$ cat src/rtl/rgb_to_colour.sv
// rtl/rgb_to_colour.sv - nearest 8-colour palette search, one entry per clock
// Optional build macro: EARLY_EXIT_EN (stop searching on an exact match)
module rgb_to_colour #(
  parameter int TOL = 0
) (
  input  logic        clk,
  input  logic        rst_n,
  input  logic        in_valid,
  output logic        in_ready,
  input  logic [23:0] rgb_in,
  output logic        out_valid,
  input  logic        out_ready,
  output logic [2:0]  colour_out,
  output logic [9:0]  dist_out,
  output logic        exact_out
);

  typedef enum logic [1:0] {IDLE, SEARCH, DONE} state_t;

  localparam logic [9:0] TOL_V = 10'(TOL);

  state_t      state;
  logic [23:0] rgb_q;
  logic [2:0]  idx;
  logic [2:0]  best_idx;
  logic [9:0]  best_dist;

  logic [23:0] pal;
  logic [7:0]  ad_r, ad_g, ad_b;
  logic [9:0]  cand_dist;
  logic        cand_better;
  logic [2:0]  next_idx;
  logic [9:0]  next_dist;
  logic        hit;

  function automatic logic [7:0] absdiff(input logic [7:0] a, input logic [7:0] b);
    return (a > b) ? (a - b) : (b - a);
  endfunction

  // Palette entry is each index bit replicated across its 8-bit channel.
  always_comb begin
    pal         = {{8{idx[2]}}, {8{idx[1]}}, {8{idx[0]}}};
    ad_r        = absdiff(rgb_q[23:16], pal[23:16]);
    ad_g        = absdiff(rgb_q[15:8],  pal[15:8]);
    ad_b        = absdiff(rgb_q[7:0],   pal[7:0]);
    cand_dist   = {2'b00, ad_r} + {2'b00, ad_g} + {2'b00, ad_b};
    cand_better = (cand_dist < best_dist);
    next_idx    = cand_better ? idx : best_idx;
    next_dist   = cand_better ? cand_dist : best_dist;
`ifdef EARLY_EXIT_EN
    hit         = (cand_dist == 10'd0);
`else
    hit         = 1'b0;
`endif
  end

  always_ff @(posedge clk or negedge rst_n) begin
    if (!rst_n) begin
      state      <= IDLE;
      rgb_q      <= 24'd0;
      idx        <= 3'd0;
      best_idx   <= 3'd0;
      best_dist  <= 10'd0;
      in_ready   <= 1'b1;
      out_valid  <= 1'b0;
      colour_out <= 3'd0;
      dist_out   <= 10'd0;
      exact_out  <= 1'b0;
    end else begin
      case (state)
        IDLE: begin
          if (in_valid && in_ready) begin
            rgb_q     <= rgb_in;
            idx       <= 3'd0;
            best_dist <= 10'h3FF;
            best_idx  <= 3'd0;
            in_ready  <= 1'b0;
            state     <= SEARCH;
          end
        end
        SEARCH: begin
          best_idx  <= next_idx;
          best_dist <= next_dist;
          idx       <= idx + 3'd1;
          if (idx == 3'd7 || hit) begin
            colour_out <= next_idx;
            dist_out   <= next_dist;
            exact_out  <= (next_dist <= TOL_V);
            out_valid  <= 1'b1;
            state      <= DONE;
          end
        end
        DONE: begin
          if (out_ready) begin
            out_valid <= 1'b0;
            in_ready  <= 1'b1;
            state     <= IDLE;
          end
        end
        default: begin
          state     <= IDLE;
          in_ready  <= 1'b1;
          out_valid <= 1'b0;
        end
      endcase
    end
  end

endmodule

$ cat config.mk
export PLATFORM = sky130hd
export DESIGN_NAME = rgb_to_colour
export DESIGN_NICKNAME = d
export VERILOG_FILES = /design/src/rtl/rgb_to_colour.sv
export SDC_FILE = /design/constraint.sdc
export NUM_CORES = 1
export LEC_CHECK = 0
export CORE_MARGIN = 2
export CORE_UTILIZATION = 25
export CTS_CLUSTER_DIAMETER = 60
export DETAILED_ROUTE_END_ITERATION = 16
export SLEW_MARGIN = 20
export SYNTH_ARGS = -nofsm -noshare
export SYNTH_HDL_FRONTEND = slang
export SYNTH_SLANG_ARGS = --single-unit
$ cat constraint.sdc
create_clock -name clk -period 18.5 [get_ports clk]
set_input_delay 3.7 -clock clk [delete_from_list [all_inputs] [get_ports clk]]
set_output_delay 3.7 -clock clk [all_outputs]
set_load 0.1 [all_outputs]
[Yosys cells after proc, flatten, opt, wreduce, memory -nomap -nowiden]
Index checks and enable logic that the tools add are counted.
Word-level totals
  register bits after elaboration: 58
  bits of input ports: 28
  word-level logic and storage cells: 61
Operators by class
  $add $sub $neg: 9
  magnitude comparators: 5
  equality and inequality tests: 6
  mux-type cells: 20
  bitwise gates (word level): 2
  reductions and logical operators: 9
Operator list (count)
  8-bit subtractor: 6
  8-bit greater-than comparator: 3
  8-bit 2-to-1 mux: 3
  10-bit 2-to-1 mux: 2
  10-bit one-hot mux with 2 select lines: 1
  3-bit one-hot mux with 2 select lines: 2
  9-bit by 8-bit adder with 10-bit output: 1
  10-bit by 1-bit less-or-equal comparator with 1-bit output (second input constant): 1
  10-bit less-than comparator: 1
  8-bit by 8-bit adder with 9-bit output: 1
  3-bit AND reduction: 3
  2-bit 2-to-1 mux: 3
  3-bit 2-to-1 mux: 2
  2-bit != test (second input constant): 3
  1-bit one-hot mux with 3 select lines: 2
  2-bit one-hot mux with 3 select lines: 1
  2-bit AND reduction: 3
  1-bit 2-to-1 mux: 4
  3-bit by 1-bit adder with 3-bit output (second input constant): 1
  3-bit == test (second input constant): 1
  2-bit by 1-bit == test with 1-bit output (second input constant): 1
  2-bit == test (second input constant): 1
  2-bit logical NOT: 1
  1-bit inverter: 2
  2 further kinds: 2

[Logic depth before layout (Yosys ltp)]
Gate-level depths: netlist of the first run.
  depth after elaboration: 7
  gate-level depth with buffers: 25

[Least setup slack after synthesis of the first run]
OpenSTA, ideal clock, no wires.
  path type: flip-flop to flip-flop
  from: register idx[1]
  to: register best_idx[0]
  library setup time: 0.141 ns
  arrival time: 5.858 ns
  path slack: 12.501 ns
  stages on the path, launching flop included: 22
  clock period less this slack: 5.999 ns
  cell sequence: dfrtp_1 -> inv_1 -> ha_1 -> nand2_1 -> or3_1 -> a21oi_2 -> mux2_1 -> fa_1 -> ha_1 -> fa_1 -> a211oi_1 -> o21ai_1 -> and2_1 -> o21a_1 -> ha_1 -> a21oi_1 -> o21ai_0 -> or3_1 -> clkbuf_1 -> a21oi_1 -> clkbuf_1 -> o22ai_1
Between the ends
  word-level cells in the longest chain between the ends: 7
RTL lines
  start, declared: RTL line 24  | logic [2:0] idx;
  start signal, assigned: RTL line 84  | idx <= idx + 3'd1;
  8-bit subtractor or 8-bit greater-than comparator (tied branches): RTL line 37  | return (a > b) ? (a - b) : (b - a);
  8-bit 2-to-1 mux (*): RTL line 37
  8-bit by 8-bit adder with 9-bit output (*): RTL line 46  | cand_dist = {2'b00, ad_r} + {2'b00, ad_g} + {2'b00, ad_b};
  9-bit by 8-bit adder with 10-bit output (*): RTL line 46
  10-bit less-than comparator (*): RTL line 47  | cand_better = (cand_dist < best_dist);
  3-bit 2-to-1 mux (*): RTL line 48  | next_idx = cand_better ? idx : best_idx;
  3-bit one-hot mux with 2 select lines (*): RTL line 70  | case (state)
  end signal, assigned: RTL line 82  | best_idx <= next_idx;
  end, declared: RTL line 25  | logic [2:0] best_idx;
Mark *: on every way between the ends. The rest lies on a longest branch, timed or not.
A chain may end at the register's enable or synchronous reset.

[Final worst setup path of the first run]
  from: register idx[1]
  to: register best_idx[2]
The elaborated chain is that of the path after synthesis.

==> results of run 1 <==
## critical path, cell delays in order, from the launching register on
cell and delay [ns]:
sky130_fd_sc_hd__dfrtp_1 0.60, sky130_fd_sc_hd__inv_1 0.33, sky130_fd_sc_hd__ha_1 0.43, sky130_fd_sc_hd__nand2_1 0.09, sky130_fd_sc_hd__or3_1 0.37, sky130_fd_sc_hd__a21oi_2 0.44
sky130_fd_sc_hd__mux2_1 0.42, sky130_fd_sc_hd__fa_1 0.47, sky130_fd_sc_hd__ha_1 0.24, sky130_fd_sc_hd__fa_1 0.40, sky130_fd_sc_hd__a211oi_1 0.37, sky130_fd_sc_hd__o21ai_1 0.12
sky130_fd_sc_hd__and2_1 0.18, sky130_fd_sc_hd__nor2_1 0.28, sky130_fd_sc_hd__ha_1 0.31, sky130_fd_sc_hd__a21oi_1 0.13, sky130_fd_sc_hd__o21ai_0 0.09, sky130_fd_sc_hd__or3_1 0.74
sky130_fd_sc_hd__a21oi_2 0.66, sky130_fd_sc_hd__o22ai_1 0.17
## placed cells by master, fill, tap and decap left out, types with 5 or more instances in the layout
master	netlist	layout
sky130_fd_sc_hd__a21o_1	19	19
sky130_fd_sc_hd__a21oi_1	27	26
sky130_fd_sc_hd__clkbuf_16	0	9
sky130_fd_sc_hd__clkdlybuf4s50_1	0	42
sky130_fd_sc_hd__dfrtp_1	57	57
sky130_fd_sc_hd__fa_1	15	15
sky130_fd_sc_hd__ha_1	63	63
sky130_fd_sc_hd__inv_1	60	60
sky130_fd_sc_hd__mux2i_1	29	29
sky130_fd_sc_hd__nand2_1	50	50
sky130_fd_sc_hd__nand4_1	6	6
sky130_fd_sc_hd__nor2_1	22	22
sky130_fd_sc_hd__nor2b_1	5	5
sky130_fd_sc_hd__nor3_1	5	5
sky130_fd_sc_hd__o21ai_0	38	38
sky130_fd_sc_hd__o21ai_1	10	10
sky130_fd_sc_hd__o21bai_1	6	6
sky130_fd_sc_hd__o22a_1	10	10
sky130_fd_sc_hd__o22ai_1	5	5
sky130_fd_sc_hd__xnor2_1	9	9
sky130_fd_sc_hd__xor2_1	14	14
## logic make-up after synthesis
| logic type | after synthesis | share of synthesized area (%) |
|---|---|---|
| buf+inv | 79 | 6.22 |
| fa+ha+maj | 78 | 22.5 |
| xor+xnor | 23 | 4.16 |
| compound gates | 145 | 19.1 |
| flops | 58 | 30.0 |
| mux | 35 | 7.38 |
| simple gates | 111 | 10.7 |
## synth_stat cells, types with 5 or more instances
cell	number	share of area, %
sky130_fd_sc_hd__nand2_1	50	3.9
sky130_fd_sc_hd__ha_1	63	16
sky130_fd_sc_hd__o21ai_1	10	1.0
sky130_fd_sc_hd__clkbuf_1	16	1.2
sky130_fd_sc_hd__o22ai_1	5	0.65
sky130_fd_sc_hd__mux2i_1	29	6.0
sky130_fd_sc_hd__a21o_1	19	2.9
sky130_fd_sc_hd__o21ai_0	38	3.9
sky130_fd_sc_hd__xnor2_1	9	1.6
sky130_fd_sc_hd__dfrtp_1	57	29
sky130_fd_sc_hd__nand4_1	6	0.77
sky130_fd_sc_hd__nor2b_1	5	0.65
sky130_fd_sc_hd__xor2_1	14	2.5
sky130_fd_sc_hd__o21bai_1	6	0.93
sky130_fd_sc_hd__a21oi_1	27	2.8
sky130_fd_sc_hd__fa_1	15	6.2
sky130_fd_sc_hd__inv_1	60	4.6
sky130_fd_sc_hd__o22a_1	10	1.8
sky130_fd_sc_hd__nor2_1	22	1.7
sky130_fd_sc_hd__nor3_1	5	0.52
## metal layers
metal	up-vias	part of all wire, %	GRT usage, %
met5	-	0	0
met4	0	1.8	4.13
met3	16	4.4	3.39
met2	96	44	18.7
met1	1788	49	16.3
li1	1925	-	-
## layout make-up
cell class              instances  share of cell area [%]
repair buffers                 46                    7.69
clock inverters                 2                   0.215
clock buffers                  13                    4.47
multi-input cells             392                    53.2
inverters                      60                    3.87
well taps                     260                    5.58
flip-flops and latches         58                    24.9
## per-stage QoR
stage / setup WS, ns / util, %
after floorplan: 12.50 / -
after global placement: 11.21 / 29.4
after detailed placement: 11.16 / 29.4
after CTS: 11.13 / 30.8
after global routing: 10.97 / 30.8
final: 11.50 / 30.8
## registers in the layout, indices dropped and copies added, names as in the netlist
register,cells
in_ready,1
state,2
best_dist,10
dist_out,10
colour_out,3
idx,3
exact_out,1
out_valid,1
best_idx,3
rgb_q,24
## final timing paths
kind,end,cells after the start
max in group asynchronous,rgb_q[13]$_DFFE_PN0P_,2
hold / removal,dist_out[7]$_DFFE_PN0P_,2
min in group asynchronous,dist_out[0]$_DFFE_PN0P_,2
setup / recovery,best_idx[2]$_DFFE_PN0P_,19
hold reg to reg,dist_out[7]$_DFFE_PN0P_,2
setup reg to reg,best_idx[2]$_DFFE_PN0P_,19
==> summary.md, run 1 <==
| Metric | Value |
|---|---|
| Status | `complete, no violations` |
| Vias | `3825` |
| Worst Hold Launch | `dist_out[7]$_DFFE_PN0P_` |
| Average cell area after synthesis | `9.16 um2` |
| First-pass GRT wire length | `19.3 mm` |
| Initial antenna violation count | `0` |
| Drt wl/cell | `13.7 um` |
| I/O pins | `44` |
| Max Freq | `0.143 GHz` |
| Total clock buffers created by CTS | `9` |
| Multi-input combinational cell area | `3100 um2` |
| Number of core rows | `50` |
| Max-cap violations | `0` |
| Cts-stage hold buffer count | `0` |
| Buffer levels on the longest clock path | `2` |
| Sinks on the clock net | `58` |
| Class of the worst hold path | `flip-flop to flip-flop` |
| Seq/Total Area, Yosys | `30.0%` |
| Remaining global-route overflow | `0` |
| Flop2flop setup slack | `11.50 ns` |
| Count of inserted antenna diode cells | `0` |
| Yosys warning count | `0` |
| Clock tree skew after final layout | `0.00436 ns` |
| Final Slew Violations | `0` |
| Non-filler instance count after layout | `831` |
| CP Launch Point | `idx[1]$_DFFE_PN0P_` |
| Dominant register cell in the synthesized netlist | `sky130_fd_sc_hd__dfrtp_1` |
| Initial Util | `25.7%` |
| Number of nets still failing antenna checks after routing | `0` |
| Source of the worst register-to-register timing path | `idx[1]$_DFFE_PN0P_` |
| Startpoint type of the worst setup path | `flip-flop` |
| Count of placed standard cells including taps | `816` |
| Post-layout instance area | `5830 um2` |
| Number of instances resized during post-cts repair | `0` |
| Worst-path maximum fanout | `17` |
| Arrival @ worst endpoint | `7.19 ns` |
| CP Class | `flip-flop to flip-flop` |
| Buffer type at the clock tree root | `sky130_fd_sc_hd__clkbuf_16` |
| Detail-routed via count per cell | `4.60` |
| Period utilization | `37.8%` |
| Global-route usage over all layers | `12.1%` |
| Minimum clock period | `7.00 ns` |
| Number of hold violations in the final report | `0` |
| Maximum number of pins on one net before global-route repair | `59` |
| Final WL | `11.4 mm` |
| Sum of negative setup slack | `0 ns` |
| Post-placement cell area | `5550 um2` |
| Count of state elements after synthesis | `58` |
| Total standard cell area after synthesis | `4850 um2` |
| RSZ-0062 raised after global routing | `no` |
| Clk pin slew, worst setup/hold paths | `0.05 ns` |
| Headroom to the max-slew limit | `33.8%` |
| Number of global-route vias before repair | `3827` |
| Post-DP HPWL | `8.57 mm` |
| Clock latency of the later-clocked register in the worst-skew pair | `0.34 ns` |
| Total of endpoints with negative setup slack in the final report | `0` |
| Routability congestion estimate | `0.888` |
| Core Footprint | `18900 um2` |
| Transition time at the pin with the least slew margin | `0.989 ns` |
| Worst hold margin | `0.473 ns` |
| Net count of the mapped netlist | `635` |
| DR DRC count | `0` |
| EDFF count, synth | `0` |
| Number of distinct library cells after synthesis | `50` |
| Horizontal die dimension | `143 um` |
| Iter 0 DRT Violations | `218` |
| Proportion of synthesized flip-flops having asynchronous set or reset | `100%` |
| H-Tree Depth | `3` |
| Fraction of final layout cells with drive strength greater than 1 | `4.55%` |
| Nature of the critical path endpoint | `flip-flop` |
| Endpoint required time on the critical path | `18.69 ns` |
| TritonCTS clock tree | `built` |
| Die outline area | `20500 um2` |
| IO buf count | `43` |
| Count of TritonRoute iterations in the first routing pass | `5` |
| Area delta synth->final | `20.2%` |
| Number of fill cells | `2008` |
| FF+latch area | `1450 um2` |
| Total setup buffers inserted after CTS | `0` |
| Gate count after technology mapping | `529` |
| Vert. Die Dim | `143 um` |
| Number of nets in the layout | `673` |
Power of run 1 is not shown: default switching activity piles up to over one toggle a cycle in this logic, so the estimate is an artifact.
==> run 2: changes to the inputs <==
Clock period 18.5 ns to 6.9 ns, I/O delays scaled along.
==> run 2 against run 1 <==
Against the previous run:
- critical path depth unchanged
- cell count up 1.1%
- non-clock buffer count up 8
- register-to-register slack worse by 11 ns
- clock-buffer cell count rose by 1
==> summary.md, run 2 (same netlist as run 1, synthesis figures left out) <==
| Metric | Value |
|---|---|
| Status | `complete, no violations` |
| Number of instances resized during post-cts repair | `0 (unchanged)` |
| Maximum number of pins on one net before global-route repair | `59 (unchanged)` |
| Number of global-route vias before repair | `3826 (-0.026%)` |
| Most frequent cells in the layout | `sky130_fd_sc_hd__ha_1 (63), sky130_fd_sc_hd__inv_1 (60), sky130_fd_sc_hd__dfrtp_1 (57), sky130_fd_sc_hd__nand2_1 (50), sky130_fd_sc_hd__clkdlybuf4s50_1 (42)` |
| Vias | `3781 (-1.2%)` |
| Nature of the critical path endpoint | `flip-flop` |
| Clock latency of the later-clocked register in the worst-skew pair | `0.34 ns (about the same)` |
| Drt wl/cell | `13.4 um (-2.6%)` |
| Largest registers | `rgb_q x24, best_dist x10, dist_out x10` |
| Number of nets in the layout | `681 (+1.2%)` |
| Cells on Worst Hold Path | `2 (unchanged)` |
| Max-cap violations | `0 (unchanged)` |
| Endpoint required time on the critical path | `7.12 ns (-11.57 ns)` |
| Buffer levels on the longest clock path | `2 (unchanged)` |
| Detail-routed via count per cell | `4.50 (-2.2%)` |
| Global-route usage over all layers | `11.9% (-0.18 points)` |
| Headroom to the max-slew limit | `33.9% (+0.067 points)` |
| TritonCTS clock tree | `built` |
| Number of flip-flops under the largest register name | `24 (unchanged)` |
| Worst Hold Launch | `colour_out[0]$_DFFE_PN0P_` |
| Area delta synth->final | `22.4%` |
| Post-layout instance area | `5930 um2 (+1.8%)` |
| Routability congestion estimate | `0.884 (-0.50%)` |
| Transition time at the pin with the least slew margin | `0.988 ns (-0.000998 ns)` |
| Flop2flop setup slack | `0.62 ns (-10.89 ns)` |
| Number of hold violations in the final report | `0 (unchanged)` |
| Post-placement cell area | `5610 um2 (+1.1%)` |
| DR DRC count | `0 (unchanged)` |
| Total setup buffers inserted after CTS | `0 (unchanged)` |
| Minimum clock period | `6.28 ns (-0.713 ns)` |
| Period utilization | `91.1% (+53 points)` |
| Arrival @ worst endpoint | `6.51 ns (-0.68 ns)` |
| Die outline area | `20500 um2 (unchanged)` |
| Final core utilization | `31.4% (+0.57 points)` |
| Initial antenna violation count | `0 (unchanged)` |
| Count of TritonRoute iterations in the first routing pass | `4 (-1)` |
| Remaining global-route overflow | `0 (unchanged)` |
| Buffer type at the clock tree root | `sky130_fd_sc_hd__clkbuf_16` |
| Vert. Die Dim | `143 um (unchanged)` |
| Class of the worst hold path | `flip-flop to flip-flop` |
| Count of placed standard cells including taps | `824 (+0.98%)` |
| Final Slew Violations | `0 (unchanged)` |
| Number of nets still failing antenna checks after routing | `0 (unchanged)` |
| Sum of negative setup slack | `0 ns (unchanged)` |
| Most common cell after layout, fill and taps aside | `sky130_fd_sc_hd__ha_1` |
| Clk pin slew, worst setup/hold paths | `0.05 ns (about the same)` |
| H-Tree Depth | `3 (unchanged)` |
| IO buf count | `43 (unchanged)` |
| Non-filler instance count after layout | `840 (+1.1%)` |
| Cts-stage hold buffer count | `0 (unchanged)` |
| Post-DP HPWL | `8.63 mm (+0.77%)` |
| Number of core rows | `50 (unchanged)` |
| Initial Util | `25.7% (unchanged)` |
| Register with the highest flop count | `rgb_q` |
| RSZ-0062 raised after global routing | `no` |
| Final WL | `11.2 mm (-1.6%)` |
| Logic depth of the worst register-to-register path | `19 (unchanged)` |
| Worst-path maximum fanout | `13 (-4)` |
| Source of the worst register-to-register timing path | `idx[1]$_DFFE_PN0P_` |
| Total clock buffers created by CTS | `9 (unchanged)` |
| Sinks on the clock net | `58 (unchanged)` |
| Max Freq | `0.159 GHz (+11%)` |
| Iter 0 DRT Violations | `288 (+32%)` |
| Clock tree skew after final layout | `0.0139 ns (+0.00950 ns)` |
| Fraction of final layout cells with drive strength greater than 1 | `5.69% (+1.1 points)` |
| Destination of the worst hold path | `colour_out[0]$_DFFE_PN0P_` |
| Total of endpoints with negative setup slack in the final report | `0 (unchanged)` |
| Capture instance of the worst register-to-register path | `best_dist[4]$_DFFE_PN0P_` |
| CP Class | `flip-flop to flip-flop` |
| I/O pins | `44 (unchanged)` |
| Core Footprint | `18900 um2 (unchanged)` |
| First-pass GRT wire length | `19.0 mm (-2.0%)` |
| Startpoint type of the worst setup path | `flip-flop` |
| Horizontal die dimension | `143 um (unchanged)` |
| Count of inserted antenna diode cells | `0 (unchanged)` |
==> run 2: cell count changes in the layout (fill, tap and decap cells not counted) <==
cell,change
sky130_fd_sc_hd__buf_4,+8
sky130_fd_sc_hd__clkbuf_1,+1
sky130_fd_sc_hd__clkinvlp_4,-1
sky130_fd_sc_hd__bufinv_16,+2
sky130_fd_sc_hd__clkinv_2,-1
sky130_fd_sc_hd__a21oi_2,-1
sky130_fd_sc_hd__a21oi_1,+1
==> run 2: worst max path at each step <==
| stage | start | endpoint | slack (ns) |
|---|---|---|---|
| detailed placement | idx[1]$_DFFE_PN0P_ | best_dist[9]$_DFFE_PN0P_ | 0.58 |
| floorplan | idx[1]$_DFFE_PN0P_ | best_idx[0]$_DFFE_PN0P_ | 0.90 |
| CTS | idx[1]$_DFFE_PN0P_ | best_dist[6]$_DFFE_PN0P_ | 0.58 |
| global placement | idx[1]$_DFFE_PN0P_ | best_dist[6]$_DFFE_PN0P_ | 0.74 |
| finish | idx[1]$_DFFE_PN0P_ | best_dist[4]$_DFFE_PN0P_ | 0.62 |
| global route | idx[1]$_DFFE_PN0P_ | best_dist[4]$_DFFE_PN0P_ | 0.14 |
==> run 2: area by class of cell <==
cell class                      count  area (um2)
Clock buffer                       14         264
Clock inverter                      2        60.1
Fill cell                        2038       13000
Inverter                           60         225
Multi-Input combinational cell    392        3100
Sequential cell                    58        1450
Tap cell                          260         325
Timing Repair Buffer               54         508
==> run 2: through the flow <==
stage                     setup WS [ns]  hold WS (ns)
after floorplan                   0.901         0.485
after global placement            0.742         0.467
after detailed placement          0.583         0.476
after CTS                         0.584         0.487
after global routing              0.139         0.507
final                             0.616         0.477
==> run 2: metal layers <==
| metal | vias up | wire, um | part of all wire [%] | global-route usage, % |
|---|---|---|---|---|
| li1 | 1942 | - | - | - |
| met1 | 1758 | 5680 | 51 | 16.0 |
| met2 | 66 | 4960 | 44 | 18.8 |
| met3 | 15 | 384 | 3.4 | 2.65 |
| met4 | 0 | 207 | 1.8 | 4.49 |
| met5 | - | 0 | 0 | 0 |
==> run 2: worst max-delay path, stage by stage (launching register included) <==
cell                       delay (ns)
sky130_fd_sc_hd__dfrtp_1         0.58
sky130_fd_sc_hd__inv_1           0.31
sky130_fd_sc_hd__ha_1            0.42
sky130_fd_sc_hd__nand2_1         0.10
sky130_fd_sc_hd__or3_1           0.37
sky130_fd_sc_hd__a21oi_2         0.22
sky130_fd_sc_hd__mux2_1          0.39
sky130_fd_sc_hd__fa_1            0.47
sky130_fd_sc_hd__ha_1            0.24
sky130_fd_sc_hd__fa_1            0.40
sky130_fd_sc_hd__a211oi_1        0.38
sky130_fd_sc_hd__o21ai_1         0.12
sky130_fd_sc_hd__and2_1          0.17
sky130_fd_sc_hd__nor2_1          0.27
sky130_fd_sc_hd__ha_1            0.31
sky130_fd_sc_hd__a21oi_1         0.13
sky130_fd_sc_hd__o21ai_0         0.10
sky130_fd_sc_hd__or3_1           0.47
sky130_fd_sc_hd__or2_1           0.44
sky130_fd_sc_hd__o22a_1          0.28
Power of run 2 is left out for the same reason.
